[src/rtl/tanh_grad_stream.sv]
// Backward pass of the GRU tanh activation: dx = g * (1 - y*y) in signed Q4.4,
// three-stage valid/ready pipeline with per-vector last flag and a sticky clamp flag.
module tanh_grad_stream #(
    parameter int DATA_WIDTH = 8,
    parameter int VEC_LEN    = 16,
    parameter int CNT_WIDTH  = 5
) (
    input  logic                         clk,
    input  logic                         rst,
    input  logic signed [DATA_WIDTH-1:0] in_y,
    input  logic signed [DATA_WIDTH-1:0] in_g,
    input  logic                         in_valid,
    output logic                         in_ready,
    output logic signed [DATA_WIDTH-1:0] out,
    output logic                         out_valid,
    input  logic                         out_ready,
    output logic                         out_last,
    output logic                         clamp_seen,
    input  logic                         clear
);

    localparam int SQ_W = 2 * DATA_WIDTH;
    localparam int P_W  = 2 * DATA_WIDTH + 2;

    localparam logic signed [DATA_WIDTH-1:0] Y_MAX   = DATA_WIDTH'(16);
    localparam logic signed [DATA_WIDTH-1:0] Y_MIN   = DATA_WIDTH'(-16);
    localparam logic signed [DATA_WIDTH:0]   OM_ONE  = (DATA_WIDTH + 1)'(16);
    localparam logic signed [P_W-1:0]        OUT_MAX = P_W'((2 ** (DATA_WIDTH - 1)) - 1);
    localparam logic signed [P_W-1:0]        OUT_MIN = P_W'(-(2 ** (DATA_WIDTH - 1)));
    localparam logic [CNT_WIDTH-1:0]         LAST_IDX = CNT_WIDTH'(VEC_LEN - 1);

    function automatic logic signed [DATA_WIDTH-1:0] clamp_unit(
        input logic signed [DATA_WIDTH-1:0] y
    );
        logic signed [DATA_WIDTH-1:0] r;
        r = y;
        if (y > Y_MAX) r = Y_MAX;
        else if (y < Y_MIN) r = Y_MIN;
        return r;
    endfunction

    // Arithmetic shift floors toward -inf before saturating to the output range.
    function automatic logic signed [DATA_WIDTH-1:0] sat_shift4(
        input logic signed [P_W-1:0] p
    );
        logic signed [P_W-1:0] sh;
        sh = p >>> 4;
        if (sh > OUT_MAX) sh = OUT_MAX;
        else if (sh < OUT_MIN) sh = OUT_MIN;
        return DATA_WIDTH'(sh);
    endfunction

    logic                         advance, in_xfer, out_xfer;
    logic signed [DATA_WIDTH-1:0] y_clamped;
    logic signed [SQ_W-1:0]       y_sq;
    logic signed [P_W-1:0]        prod;

    logic                         vld_p1_q, vld_p1_d, vld_p2_q, vld_p2_d, vld_p3_q, vld_p3_d;
    logic signed [DATA_WIDTH-1:0] sq_p1_q, sq_p1_d, g_p1_q, g_p1_d;
    logic signed [DATA_WIDTH:0]   om_p2_q, om_p2_d;
    logic signed [DATA_WIDTH-1:0] g_p2_q, g_p2_d;
    logic signed [DATA_WIDTH-1:0] out_p3_q, out_p3_d;
    logic [CNT_WIDTH-1:0]         cnt_q, cnt_d;
    logic                         clamp_seen_q, clamp_seen_d;

    always_comb begin
        advance   = !vld_p3_q || out_ready;
        in_xfer   = in_valid && advance;
        out_xfer  = vld_p3_q && out_ready;
        y_clamped = clamp_unit(in_y);
        y_sq      = SQ_W'(y_clamped) * SQ_W'(y_clamped);
        prod      = P_W'(g_p2_q) * P_W'(om_p2_q);

        vld_p1_d = vld_p1_q;
        vld_p2_d = vld_p2_q;
        vld_p3_d = vld_p3_q;
        sq_p1_d  = sq_p1_q;
        g_p1_d   = g_p1_q;
        om_p2_d  = om_p2_q;
        g_p2_d   = g_p2_q;
        out_p3_d = out_p3_q;

        // All stages move in lockstep; bubbles travel as vld=0.
        if (advance) begin
            vld_p1_d = in_valid;
            sq_p1_d  = DATA_WIDTH'(y_sq >>> 4);
            g_p1_d   = in_g;
            vld_p2_d = vld_p1_q;
            om_p2_d  = OM_ONE - $signed({sq_p1_q[DATA_WIDTH-1], sq_p1_q});
            g_p2_d   = g_p1_q;
            vld_p3_d = vld_p2_q;
            if (vld_p2_q) out_p3_d = sat_shift4(prod);
        end

        clamp_seen_d = clamp_seen_q;
        if (clear) clamp_seen_d = 1'b0;
        else if (in_xfer && (y_clamped != in_y)) clamp_seen_d = 1'b1;

        cnt_d = cnt_q;
        if (clear) cnt_d = '0;
        else if (out_xfer) cnt_d = (cnt_q == LAST_IDX) ? '0 : cnt_q + 1'b1;
    end

    // ---- stage 1 / 2 datapath registers (no reset) ----
    always_ff @(posedge clk) begin
        sq_p1_q <= sq_p1_d;
        g_p1_q  <= g_p1_d;
        om_p2_q <= om_p2_d;
        g_p2_q  <= g_p2_d;
    end

    // ---- control and stage 3 output registers ----
    always_ff @(posedge clk or posedge rst) begin
        if (rst) begin
            vld_p1_q     <= 1'b0;
            vld_p2_q     <= 1'b0;
            vld_p3_q     <= 1'b0;
            out_p3_q     <= '0;
            cnt_q        <= '0;
            clamp_seen_q <= 1'b0;
        end else begin
            vld_p1_q     <= vld_p1_d;
            vld_p2_q     <= vld_p2_d;
            vld_p3_q     <= vld_p3_d;
            out_p3_q     <= out_p3_d;
            cnt_q        <= cnt_d;
            clamp_seen_q <= clamp_seen_d;
        end
    end

    assign in_ready   = advance;
    assign out        = out_p3_q;
    assign out_valid  = vld_p3_q;
    assign out_last   = vld_p3_q && (cnt_q == LAST_IDX);
    assign clamp_seen = clamp_seen_q;

endmodule

[config.mk]
export PLATFORM = sky130hd
export DESIGN_NAME = tanh_grad_stream
export DESIGN_NICKNAME = d
export VERILOG_FILES = /design/src/rtl/tanh_grad_stream.sv
export SDC_FILE = /design/constraint.sdc
export NUM_CORES = 1
export LEC_CHECK = 0
export CORE_UTILIZATION = 40
export CTS_CLUSTER_SIZE = 30
export DETAILED_ROUTE_END_ITERATION = 12
export PLACE_DENSITY = 0.55
export SKIP_LAST_GASP = 1
export SLEW_MARGIN = 0
export SYNTH_ARGS = -nofsm -noshare
export SYNTH_HDL_FRONTEND = slang
export SYNTH_SLANG_ARGS = --single-unit
[constraint.sdc]
create_clock -name clk -period 6.76 [get_ports clk]
set_input_delay 1.014 -clock clk [delete_from_list [all_inputs] [get_ports clk]]
set_output_delay 1.014 -clock clk [all_outputs]
set_load 0.1 [all_outputs]
==> impl_metrics.tcl <==
set metrics [dict create \
    yosysWarnings 0 \
    synth.cell_area_sq_mm 0.00621 \
    initial_core_util_pct 40.8 \
    layout_common_cells "135 x inv_1, 89 x fa_1, 54 x ha_1" \
    cts_tree "built" \
    crit_family "adder cells" \
    vias_per_cell 4.93 \
    hold_class "reg -> reg" \
    outcome "completed" \
    fill_cells 1480 \
    drive_above_1_share_pct 5.34 \
    drt-initial-drc-count 134 \
    min_from "g_p1_q[1]$_DFFE_PN_" \
    port_buffers 32 \
    clock_latency_ps 290 \
    cts_hold_buf 0 \
    crit_required_ps 6790 \
    ys_types 60 \
    r2r-start "g_p2_q[4]$_DFFE_PN_" \
    ys_seq_elements 50 \
    cts_made_buffers 5 \
    ant_nets 0 \
    synth-async-reset-ratio_pct 34.0 \
    tns_ps 0 \
    cts_root_buffer "clkbuf_16" \
    max_freq_mhz 166 \
    cts.repair.resized 0 \
    maxCapViolCount 0 \
    fp.dieH_um 127 \
    startpoint_type "input pin" \
    finalSetupViolations 0 \
    worstPathArrival_ps 6060 \
    drt_pass1_iterations 4 \
    cts_setup_buffers 0 \
    vias 4157 \
    cp_cell_sequence "clkdlybuf4s50_1 > nand4_1 > ha_1 > nand2b_1 > nor2_1 > and2_1 > ha_1 > a21o_1 > fa_1 > ha_1 > inv_1 > fa_1 > inv_1 > ha_1 > a21o_1 > a21oi_1 > o21bai_1 > a21oi_1 > o21bai_1 > a21oi_1 > xnor2_1" \
    coreArea_sq_mm 0.0152 \
    crit_type "in -> reg" \
    period_needed_ps 6030 \
    cp.depth 21 \
    worstSetupEndpointType "flip-flop" \
    cp_slowest_cell "clkdlybuf4s50_1" \
    slew_headroom_pct 33.0 \
    crit_start "in_y[4]" \
    hold_violations 0 \
    pin_count 33 \
    die_x_um 127 \
    hpwl_mm 10.4 \
    rsz0062_at_grt "no" \
    antenna_cells 0 \
    cts-htree-levels 2 \
    area_growth_pct 11.3 \
    seq_area_frac_synth_pct 22.8 \
    critPathMaxFanout 8 \
    worst_pin_slew_ps 1010 \
    antenna_found_initial 0 \
    fin_skew_ps 9.22 \
    grt_pass1_wl_mm 21.7 \
    syn_inst 619 \
    die_area_sq_mm 0.0160 \
    grt_max_degree 40 \
    drcViolationCount 0 \
    wl_mm 12.3 \
    ys.flop_type "edfxtp_1" \
    clock_path_buffers 2 \
    reg2reg_depth 17 \
    grt.overflow.total 0 \
    grt_usage_pct 16.9 \
    finalNetCount 819 \
    cts.sinks 50 \
    synth-edff-count 33 \
    post-route-period-util_pct 89.2 \
    syn_nets 783 \
    crit_path_max_incr_delay_ps 620 \
    final_common_cell "inv_1" \
    place_congestion 0.816 \
    finalMaxSlewViolations 0 \
    clk_pin_slew_ps 70 \
    syn_area_per_cell_sq_um 10.0 \
    placementRows 45 \
    cp_common_cell "ha_1" \
    crit_buf_inv 3 \
    hold_path_depth 0 \
    wl_per_cell_um 14.6 \
    grt_pass1_vias 4498 \
]
area by class of cell:
type                            instances  area, sq um  area share [%]
Clock inverter                          2         11.3           0.163
Sequential cell                        50         1420            20.5
Clock buffer                            6          139            2.01
Tap cell                              188          235            3.40
Inverter                              136          510            7.39
Multi-Input combinational cell        427         4260            61.6
Timing Repair Buffer                   35          343            4.96
routing by layer:
layer / up-vias / GRT usage [%] / share of wire, %
li1: 2027 / - / -
met1: 2072 / 21.4 / 45
met2: 42 / 30.9 / 52
met3: 16 / 1.01 / 1.4
met4: 0 / 5.32 / 1.7
met5: - / 0 / 0
worst paths after layout:
path | endpoint | slack [ps]
min reg2reg | g_p2_q[1]$_DFFE_PN_ | 420
max reg2reg | out[5]$_DFFE_PP0P_ | 1130
min | g_p2_q[1]$_DFFE_PN_ | 420
max in group asynchronous | cnt_q[1]$_DFFE_PP0P_ | 5200
max | sq_p1_q[7]$_DFFE_PN_ | 730
min in group asynchronous | out[7]$_DFFE_PP0P_ | 1120
flip-flops by register name, summed over array words and instances, names as in the netlist:
register,cells
clamp_seen,1
cnt_q,5
g_p1_q,8
g_p2_q,8
om_p2_q,9
out,8
out_valid,1
sq_p1_q,8
vld_p1_q,1
vld_p2_q,1
kinds of logic (layout without fill, tap and decap cells):
kind of cell / after synthesis / in the layout / synth area share, %
adder cells (fa/ha/maj): 143 / 143 / 39.6
flip-flops: 50 / 50 / 22.8
XOR/XNOR: 42 / 42 / 5.92
buffers and inverters: 142 / 179 / 8.69
multiplexers: 3 / 3 / 0.544
AND/OR/NAND/NOR: 167 / 167 / 14.0
AO/OA/AOI/OAI: 72 / 72 / 8.42
metrics by stage:
stage	setup WS (ps)	instance area [sq um]	instances	hold WS, ps	util (%)
finish	727	6910	844	421	45.5
global route	391	6910	844	433	45.5
CTS	711	6910	844	426	45.5
floorplan	1180	6210	619	400	-
global placement	563	6760	836	405	44.5
detailed placement	399	6760	836	407	44.5
cell usage after synthesis, types with 2 or more instances:
cell	instances	area (sq um)
o221ai_1	3	26.3
nor3b_1	2	15.0
nand4_1	2	12.5
o31ai_1	2	15.0
mux2_2	3	33.8
o21bai_1	5	37.5
or2_2	3	18.8
and2_1	47	294
nor2_1	35	131
a21o_1	5	37.5
and3_1	9	56.3
a21oi_1	22	110
nand2b_1	5	31.3
o21ai_0	3	15.0
inv_1	135	507
nand3_1	4	20.0
dfrtp_1	17	425
edfxtp_1	33	991
a22oi_1	6	45.0
o21ai_1	2	10.0
nand2_1	44	165
xnor2_1	32	280
nor3_1	5	25.0
clkbuf_1	4	15.0
fa_1	89	1780
o21a_1	4	30.0
ha_1	54	676
xor2_1	10	87.6
a31oi_1	3	18.8
Power is not shown: default switching activity piles up to over one toggle a cycle in this logic, so the estimate is an artifact.
